===== src/rtl/tank_pkg.sv =====
`default_nettype none
// ----------------------------------------------------------------------------
// tank_pkg : shared geometry, motion constants, direction codes, FSM states
// Rev 1.0
// ----------------------------------------------------------------------------
package tank_pkg;

  localparam int H_RES       = 1024;
  localparam int V_RES       = 768;
  localparam int TANK_W      = 64;
  localparam int TANK_H      = 64;
  localparam int X_MAX       = H_RES - TANK_W;
  localparam int Y_MAX       = V_RES - TANK_H;
  localparam int X_INIT      = 480;
  localparam int Y_INIT      = 352;
  localparam int CENTER      = 512;
  localparam int DEADZONE    = 64;
  localparam int FAST_THRESH = 320;
  localparam int STEP_SLOW   = 1;
  localparam int STEP_FAST   = 3;
  localparam int STABLE_CYC  = 4;

  localparam logic [1:0] DIR_UP    = 2'd0;
  localparam logic [1:0] DIR_RIGHT = 2'd1;
  localparam logic [1:0] DIR_DOWN  = 2'd2;
  localparam logic [1:0] DIR_LEFT  = 2'd3;

  typedef enum logic [1:0] {
    ST_IDLE  = 2'd0,
    ST_WAIT  = 2'd1,
    ST_CALC  = 2'd2,
    ST_APPLY = 2'd3
  } state_e;

  // Saturate a signed candidate position into [0, hi].
  function automatic logic [11:0] clamp_pos(input logic signed [12:0] v, input int hi);
    if (v < 0)       return 12'd0;
    else if (v > hi) return 12'(hi);
    else             return v[11:0];
  endfunction

endpackage
`default_nettype wire


===== src/rtl/tank_motion_ctl_shaper.sv =====
`default_nettype none
// ----------------------------------------------------------------------------
// jstk_axis_shaper : 10-bit joystick code -> signed per-frame step and |delta|
// Rev 1.0
// ----------------------------------------------------------------------------
module jstk_axis_shaper
  import tank_pkg::*;
#(
  parameter bit INVERT = 1'b0
) (
  input  logic        [9:0]  code_i,
  output logic signed [2:0]  step_o,
  output logic        [10:0] mag_o
);

  logic signed [10:0] delta;
  logic        [2:0]  speed;

  always_comb begin
    delta = {1'b0, code_i} - 11'(CENTER);
    mag_o = delta[10] ? 11'(-delta) : 11'(delta);
    if (mag_o <= 11'(DEADZONE))         speed = 3'd0;
    else if (mag_o < 11'(FAST_THRESH))  speed = 3'(STEP_SLOW);
    else                                speed = 3'(STEP_FAST);
    // Y screen axis grows downward, so a stick pushed up must subtract.
    step_o = (delta[10] ^ INVERT) ? -$signed(speed) : $signed(speed);
  end

endmodule
`default_nettype wire


===== src/rtl/tank_motion_ctl.sv =====
`default_nettype none
// ----------------------------------------------------------------------------
// tank_motion_ctl : joystick CDC/filter, per-frame motion FSM, clamped position
// Rev 1.0
// ----------------------------------------------------------------------------
module tank_motion_ctl
  import tank_pkg::*;
(
  input  logic        clk,
  input  logic        rst,
  input  logic        vsync_i,
  input  logic        enable_i,
  input  logic [9:0]  jstk_x_i,
  input  logic [9:0]  jstk_y_i,
  output logic [11:0] xpos_o,
  output logic [11:0] ypos_o,
  output logic [1:0]  dir_o,
  output logic        moving_o,
  output logic        frame_update_o
);

  logic [19:0]        sync1_q, sync2_q, prev_q;
  logic [2:0]         stab_cnt_q;
  logic [9:0]         acc_x_q, acc_y_q;
  logic               vsync_q, tick;
  state_e             state_q, state_d;
  logic               load_steps, do_apply;
  logic signed [2:0]  stepx_w, stepy_w, stepx_q, stepy_q;
  logic [10:0]        magx_w, magy_w;
  logic               xwins_q;
  logic [11:0]        xpos_q, ypos_q;
  logic [1:0]         dir_q;
  logic               moving_q, frame_update_q;
  logic signed [12:0] nx, ny;

  jstk_axis_shaper #(.INVERT(1'b0)) u_shape_x (.code_i(acc_x_q), .step_o(stepx_w), .mag_o(magx_w));
  jstk_axis_shaper #(.INVERT(1'b1)) u_shape_y (.code_i(acc_y_q), .step_o(stepy_w), .mag_o(magy_w));

  assign tick = vsync_i & ~vsync_q;

  // A word is accepted only after it has matched its predecessor repeatedly,
  // so a half-updated multi-bit sample can never reach the shapers.
  always_ff @(posedge clk) begin
    if (rst) begin
      sync1_q    <= {10'(CENTER), 10'(CENTER)};
      sync2_q    <= {10'(CENTER), 10'(CENTER)};
      prev_q     <= {10'(CENTER), 10'(CENTER)};
      stab_cnt_q <= 3'd0;
      acc_x_q    <= 10'(CENTER);
      acc_y_q    <= 10'(CENTER);
      vsync_q    <= 1'b0;
    end else begin
      sync1_q <= {jstk_x_i, jstk_y_i};
      sync2_q <= sync1_q;
      prev_q  <= sync2_q;
      vsync_q <= vsync_i;
      if (sync2_q != prev_q)
        stab_cnt_q <= 3'd0;
      else if (stab_cnt_q != 3'(STABLE_CYC - 1))
        stab_cnt_q <= stab_cnt_q + 3'd1;
      else
        {acc_x_q, acc_y_q} <= prev_q;
    end
  end

  always_ff @(posedge clk) begin
    if (rst) state_q <= ST_IDLE;
    else     state_q <= state_d;
  end

  always_comb begin
    state_d    = state_q;
    load_steps = 1'b0;
    do_apply   = 1'b0;
    case (state_q)
      ST_IDLE:  if (enable_i) state_d = ST_WAIT;
      ST_WAIT: begin
        if (!enable_i) state_d = ST_IDLE;
        else if (tick) begin
          state_d    = ST_CALC;
          load_steps = 1'b1;
        end
      end
      ST_CALC: begin
        if (!enable_i) state_d = ST_IDLE;
        else begin
          state_d  = ST_APPLY;
          do_apply = 1'b1;
        end
      end
      ST_APPLY: state_d = enable_i ? ST_WAIT : ST_IDLE;
      default:  state_d = ST_IDLE;
    endcase
  end

  assign nx = signed'({1'b0, xpos_q}) + 13'(stepx_q);
  assign ny = signed'({1'b0, ypos_q}) + 13'(stepy_q);

  always_ff @(posedge clk) begin
    if (rst) begin
      stepx_q        <= 3'sd0;
      stepy_q        <= 3'sd0;
      xwins_q        <= 1'b1;
      xpos_q         <= 12'(X_INIT);
      ypos_q         <= 12'(Y_INIT);
      dir_q          <= DIR_UP;
      moving_q       <= 1'b0;
      frame_update_q <= 1'b0;
    end else begin
      frame_update_q <= 1'b0;
      if (load_steps) begin
        stepx_q <= stepx_w;
        stepy_q <= stepy_w;
        xwins_q <= (magx_w >= magy_w);
      end
      if (state_q == ST_IDLE || !enable_i) begin
        xpos_q   <= 12'(X_INIT);
        ypos_q   <= 12'(Y_INIT);
        dir_q    <= DIR_UP;
        moving_q <= 1'b0;
      end else if (do_apply) begin
        xpos_q         <= clamp_pos(nx, X_MAX);
        ypos_q         <= clamp_pos(ny, Y_MAX);
        moving_q       <= (stepx_q != 3'sd0) || (stepy_q != 3'sd0);
        frame_update_q <= 1'b1;
        if (xwins_q) begin
          if (stepx_q != 3'sd0) dir_q <= stepx_q[2] ? DIR_LEFT : DIR_RIGHT;
        end else begin
          if (stepy_q != 3'sd0) dir_q <= stepy_q[2] ? DIR_UP : DIR_DOWN;
        end
      end
    end
  end

  assign xpos_o         = xpos_q;
  assign ypos_o         = ypos_q;
  assign dir_o          = dir_q;
  assign moving_o       = moving_q;
  assign frame_update_o = frame_update_q;

endmodule
`default_nettype wire


===== config.mk =====
export PLATFORM = sky130hd
export DESIGN_NAME = tank_motion_ctl
export DESIGN_NICKNAME = d
export VERILOG_FILES = /design/src/rtl/tank_pkg.sv /design/src/rtl/tank_motion_ctl_shaper.sv /design/src/rtl/tank_motion_ctl.sv
export SDC_FILE = /design/constraint.sdc
export NUM_CORES = 1
export LEC_CHECK = 0
export BUFFER_PORTS_ARGS = -buffer_cell sky130_fd_sc_hd__buf_2
export CORE_MARGIN = 4
export CORE_UTILIZATION = 50
export CTS_BUF_LIST = sky130_fd_sc_hd__clkbuf_8
export DETAILED_ROUTE_END_ITERATION = 8
export GPL_ROUTABILITY_DRIVEN = 0
export MAX_ROUTING_LAYER = met4
export PLACE_DENSITY = 0.79
export SYNTH_ARGS = -nofsm -noshare
export SYNTH_HDL_FRONTEND = slang
export SYNTH_SLANG_ARGS = --single-unit
export TNS_END_PERCENT = 30

===== constraint.sdc =====
create_clock -name clk -period 2.8 [get_ports clk]
set_clock_uncertainty 0.15 [all_clocks]
set_input_delay 0 -clock clk [delete_from_list [all_inputs] [get_ports clk]]
set_output_delay 0 -clock clk [all_outputs]
set_load 0.02 [all_outputs]

==> flow_metrics.env <==
export IMPL_outcome="finished clean"
export IMPL_timing_max_cap_violations=0
export IMPL_syn_inst=642
export IMPL_worst_hold_path_type="input port to register"
export IMPL_timing_rr_start="xpos_o[0]$_SDFFE_PP0P_"
export IMPL_finalHoldViolCount=0
export IMPL_critical_path_top_delay_family="compound AO/OA/AOI/OAI gates"
export IMPL_timing_final_crit_period_ns=2.791
export IMPL_first_global_vias=4914
export IMPL_drc_errors=0
export IMPL_post_route_cells_drive_above_1_share_pct=19.95
export IMPL_antenna_cells_inserted=0
export IMPL_synth_main_ff_cell="sky130_fd_sc_hd__dfxtp_1"
export IMPL_filler_cell_count=910
export IMPL_cts_num_sinks=121
export IMPL_max_freq_mhz=358.3
export IMPL_nets=800
export IMPL_htreeDepth=4
export IMPL_tightestPinTransition_ns=0.8666
export IMPL_swShare_pct=24.08
export IMPL_timing_worst_setup_path_type="register to register"
export IMPL_critPathCaptureType="register"
export IMPL_viasPerCell=5.665
export IMPL_clk_insertion_delay_late_ns=0.43
export IMPL_setup_repair_after_global_routing_missed_its_margin="yes"
export IMPL_synth_xor_area_share_pct=7.475
export IMPL_slew_headroom_pct=42.23
export IMPL_grt_ovfl_total=0
export IMPL_yosysUniqueCellTypes=69
export IMPL_timing_critical_path_from_type="register"
export IMPL_clockBufferDepth=2
export IMPL_initial_utilization_pct=51.67
export IMPL_synthArstFlopShare_pct=0
export IMPL_accumulated_negative_setup_slack_ns=0
export IMPL_crit_required_ns=2.97
export IMPL_grt_util_all_layers_pct=19.45
export IMPL_netlist_area_sq_um=5976
export IMPL_ff2ff_path_depth=11
export IMPL_clock_root_buffer="sky130_fd_sc_hd__clkbuf_8"
export IMPL_postSynthRegisterBits=121
export IMPL_hold_path_startpoint="jstk_y_i[9]"
export IMPL_syn_num_nets=707
export IMPL_cts_tree="yes"
export IMPL_io_pins=52
export IMPL_power_switching_mw=0.8143
export IMPL_postRouteAntennaNets=0
export IMPL_yosys_mux_area_fraction_pct=3.539
export IMPL_drtPass1Iterations=8
export IMPL_synth_enable_flop_cells=0
export IMPL_finalHoldWorstSlack_ns=0.1430
export IMPL_synth_adder_area_share_pct=8.836
export IMPL_crit_arrival_ns=2.96
export IMPL_regToRegSetupSlack_ns=0.009
export IMPL_drt_iter0_drc=370
export IMPL_die_area_sq_um=13760
export IMPL_sum_of_buffers_and_inverters_on_the_critical_path=2
export IMPL_hold_path_cell_count=3
export IMPL_share_of_synthesized_cell_area_in_and_or_nand_and_nor_gates_pct=20.94
export IMPL_mostFrequentLayoutCell="sky130_fd_sc_hd__dfxtp_1"
export IMPL_pin_count_of_the_biggest_net_entering_global_routing=92
export IMPL_detail_route_wirelength_microns=13340
export IMPL_hpwl_reported_at_the_end_of_detailed_placement_microns=9157
export IMPL_yosysSeqAreaShare_pct=40.54
export IMPL_via_count=5042
export IMPL_cts_made_buffers=17
export IMPL_std_cell_rows=39
export IMPL_grt_antenna_before_repair=0
export IMPL_buffer_ports_inserted=51
export IMPL_layout_cell_area_non_filler_sq_um=7229
export IMPL_hold_path_endpoint="sync1_q[9]$_SDFF_PP1_"
export IMPL_signed_area_change_from_the_synthesized_netlist_to_the_final_layout_pct=20.98
export IMPL_cellPowerDensity_nw_per_um2=467.8
export IMPL_post_drt_wl_per_cell_microns=14.98
export IMPL_synth_top_family_by_area="simple AND/OR/NAND/NOR gates"
export IMPL_clkPwrFrac_pct=42.8
export IMPL_utilization_after_layout_pct=62.51
export IMPL_floorplan_core_area_sq_um=11560
export IMPL_critical_path_max_stage_delay_ns=0.37
export IMPL_worst_path_max_fanout=6
export IMPL_floorplan_die_width_microns=117.3
export IMPL_cp_cell_sequence="ha_2, inv_1, fa_2, nand4b_1, a31oi_2, nor2_1, xor2_1, nor4_2, a211oi_2, buf_4, a221o_1"
export IMPL_vdd_ir_drop_max_mv=0.4894
export IMPL_cts_clk_slew_worst_paths_ns=0.08
export IMPL_static_leakage_power_nw=3.184
export IMPL_synthesis_yosys_warnings=0
export IMPL_comb_power_share_pct=4.6
export IMPL_cp_slowest_cell="sky130_fd_sc_hd__fa_2"
export IMPL_internal_power_mw=2.568
export IMPL_detailed_place_area_sq_um=6441
export IMPL_syn_area_per_cell_sq_um=9.308
export IMPL_final_cell_mix="sky130_fd_sc_hd__dfxtp_1 (116), sky130_fd_sc_hd__nor2b_1 (60), sky130_fd_sc_hd__nor2_1 (59), sky130_fd_sc_hd__buf_2 (51), sky130_fd_sc_hd__a21oi_1 (41)"
export IMPL_power_total_mw=3.382
export IMPL_synth_compound_gate_area_share_pct=15.45
export IMPL_critical_path_reg2reg_endpoint="xpos_o[5]$_SDFFE_PP1P_"
export IMPL_final_setup_viol_count=0
export IMPL_dieHeight_microns=117.3
export IMPL_drv_slew=0
export IMPL_sequential_fraction_of_design_power_pct=52.6
export IMPL_first_pass_grt_wire_length_microns=21960
export IMPL_fin_crit_sh_pct=99.67
==> power groups by stage <==
| stage | clock, mW | sequential [mW] | combinational [mW] |
|---|---|---|---|
| finish | 1.45 | 1.78 | 0.156 |
| global route | 1.57 | 1.78 | 0.173 |
| CTS | 1.47 | 1.78 | 0.151 |
| detailed placement | 0 | 1.82 | 0.125 |
| global placement | 0 | 1.82 | 0.122 |
| floorplan | 0 | 1.81 | 0.0904 |
==> worst max-delay path by stage <==
stage / startpoint / depth (start not counted) / endpoint / slack [ns]
floorplan: ypos_o[0]$_SDFFE_PP0P_ / 10 / ypos_o[7]$_SDFFE_PP0P_ / 0.007
global placement: ypos_o[0]$_SDFFE_PP0P_ / 10 / ypos_o[0]$_SDFFE_PP0P_ / 0.06
detailed placement: stepx_q[0]$_SDFFE_PP0P_ / 10 / xpos_o[5]$_SDFFE_PP1P_ / -0.02
CTS: ypos_o[0]$_SDFFE_PP0P_ / 10 / ypos_o[7]$_SDFFE_PP0P_ / -0.001
global route: xpos_o[0]$_SDFFE_PP0P_ / 11 / xpos_o[5]$_SDFFE_PP1P_ / -0.08
finish: xpos_o[0]$_SDFFE_PP0P_ / 11 / xpos_o[5]$_SDFFE_PP1P_ / 0.009
==> stage by stage <==
step / setup WS [ns] / instances
floorplan: 0.006693 / 642
global placement: 0.06348 / 831
detailed placement: -0.01638 / 831
CTS: -0.001491 / 886
global route: -0.07566 / 890
finish: 0.009306 / 890
==> cell families after synthesis <==
logic type	Yosys count
other	2
xor gates and xnor gates	51
buffers and inverters	43
and+or+nand+nor	233
AOI/OAI and AO/OA	130
DFF	121
muxes	21
adders and majority gates	41
==> cell usage after synthesis (3+ instances only) <==
master | n | area share (%)
sky130_fd_sc_hd__o2111ai_1 | 4 | 0.59
sky130_fd_sc_hd__clkbuf_1 | 18 | 1.1
sky130_fd_sc_hd__o21ai_1 | 8 | 0.67
sky130_fd_sc_hd__nor2_1 | 59 | 3.7
sky130_fd_sc_hd__or3_1 | 6 | 0.63
sky130_fd_sc_hd__o21a_1 | 6 | 0.75
sky130_fd_sc_hd__o211ai_1 | 4 | 0.50
sky130_fd_sc_hd__nand2b_1 | 7 | 0.73
sky130_fd_sc_hd__ha_1 | 39 | 8.2
sky130_fd_sc_hd__nor2b_1 | 60 | 6.3
sky130_fd_sc_hd__and3_1 | 7 | 0.73
sky130_fd_sc_hd__mux2i_1 | 20 | 3.4
sky130_fd_sc_hd__xnor2_1 | 28 | 4.1
sky130_fd_sc_hd__a21o_1 | 6 | 0.75
sky130_fd_sc_hd__a31oi_1 | 7 | 0.73
sky130_fd_sc_hd__or2_2 | 7 | 0.73
sky130_fd_sc_hd__a211oi_1 | 7 | 0.88
sky130_fd_sc_hd__nor4_1 | 8 | 0.84
sky130_fd_sc_hd__nand4_1 | 9 | 0.94
sky130_fd_sc_hd__a21oi_1 | 43 | 3.6
sky130_fd_sc_hd__dfxtp_1 | 121 | 41
sky130_fd_sc_hd__nand3_1 | 14 | 1.2
sky130_fd_sc_hd__a211o_1 | 5 | 0.73
sky130_fd_sc_hd__o21ai_0 | 7 | 0.59
sky130_fd_sc_hd__or4_1 | 3 | 0.38
sky130_fd_sc_hd__nand2_1 | 29 | 1.8
sky130_fd_sc_hd__and4_1 | 3 | 0.44
sky130_fd_sc_hd__inv_1 | 21 | 1.3
sky130_fd_sc_hd__a32o_1 | 5 | 0.84
sky130_fd_sc_hd__xor2_1 | 23 | 3.4
sky130_fd_sc_hd__nor3_1 | 9 | 0.75
sky130_fd_sc_hd__buf_6 | 3 | 0.57
==> metal layers <==
layer / vias up / part of all wire, % / global-route usage [%]
met2: 190 / 50 / 33.16
met4: 0 / 3.4 / 8.431
met1: 2347 / 42 / 21.67
met5: - / 0 / -
li1: 2462 / - / -
met3: 43 / 4.9 / 4.860
==> worst register-to-register path, stage by stage, from the launching register on <==
cell                       delay [ns]
sky130_fd_sc_hd__dfxtp_1         0.35
sky130_fd_sc_hd__ha_2            0.20
sky130_fd_sc_hd__inv_1           0.06
sky130_fd_sc_hd__fa_2            0.37
sky130_fd_sc_hd__nand4b_1        0.23
sky130_fd_sc_hd__a31oi_2         0.20
sky130_fd_sc_hd__nor2_1          0.08
sky130_fd_sc_hd__xor2_1          0.16
sky130_fd_sc_hd__nor4_2          0.29
sky130_fd_sc_hd__a211oi_2        0.11
sky130_fd_sc_hd__buf_4           0.17
sky130_fd_sc_hd__a221o_1         0.31
==> state kept, by name, summed over array words and instances (netlist names) <==
signal          count
sync1_q            20
dir_o               2
xwins_q             1
stepy_q             3
stepx_q             3
stab_cnt_q          3
moving_o            1
state_q             2
sync2_q            20
xpos_o             12
acc_y_q            10
ypos_o             12
frame_update_o      1
vsync_q             1
prev_q             20
acc_x_q            10
==> what timing repair did <==
action / in CTS / in global routing
endpoints found under the setup margin: 5 / 18
setup buffers: 0 / 5
hold endpoints to repair: 31 / 0
hold buffers: 24 / 0
pin swaps: 3 / 14
gates cloned: 0 / 0
gates resized for setup: 2 / 29
==> cell type report <==
class	count	area, sq um	area share, %
Clock inverter	13	120.1	1.661
Timing Repair Buffer	96	656.9	9.086
Inverter	21	78.83	1.090
Multi-Input combinational cell	478	3516	48.63
Tap cell	143	178.9	2.475
Sequential cell	121	2431	33.63
Clock buffer	18	247.7	3.427
Power figures use the tool's default switching activity.
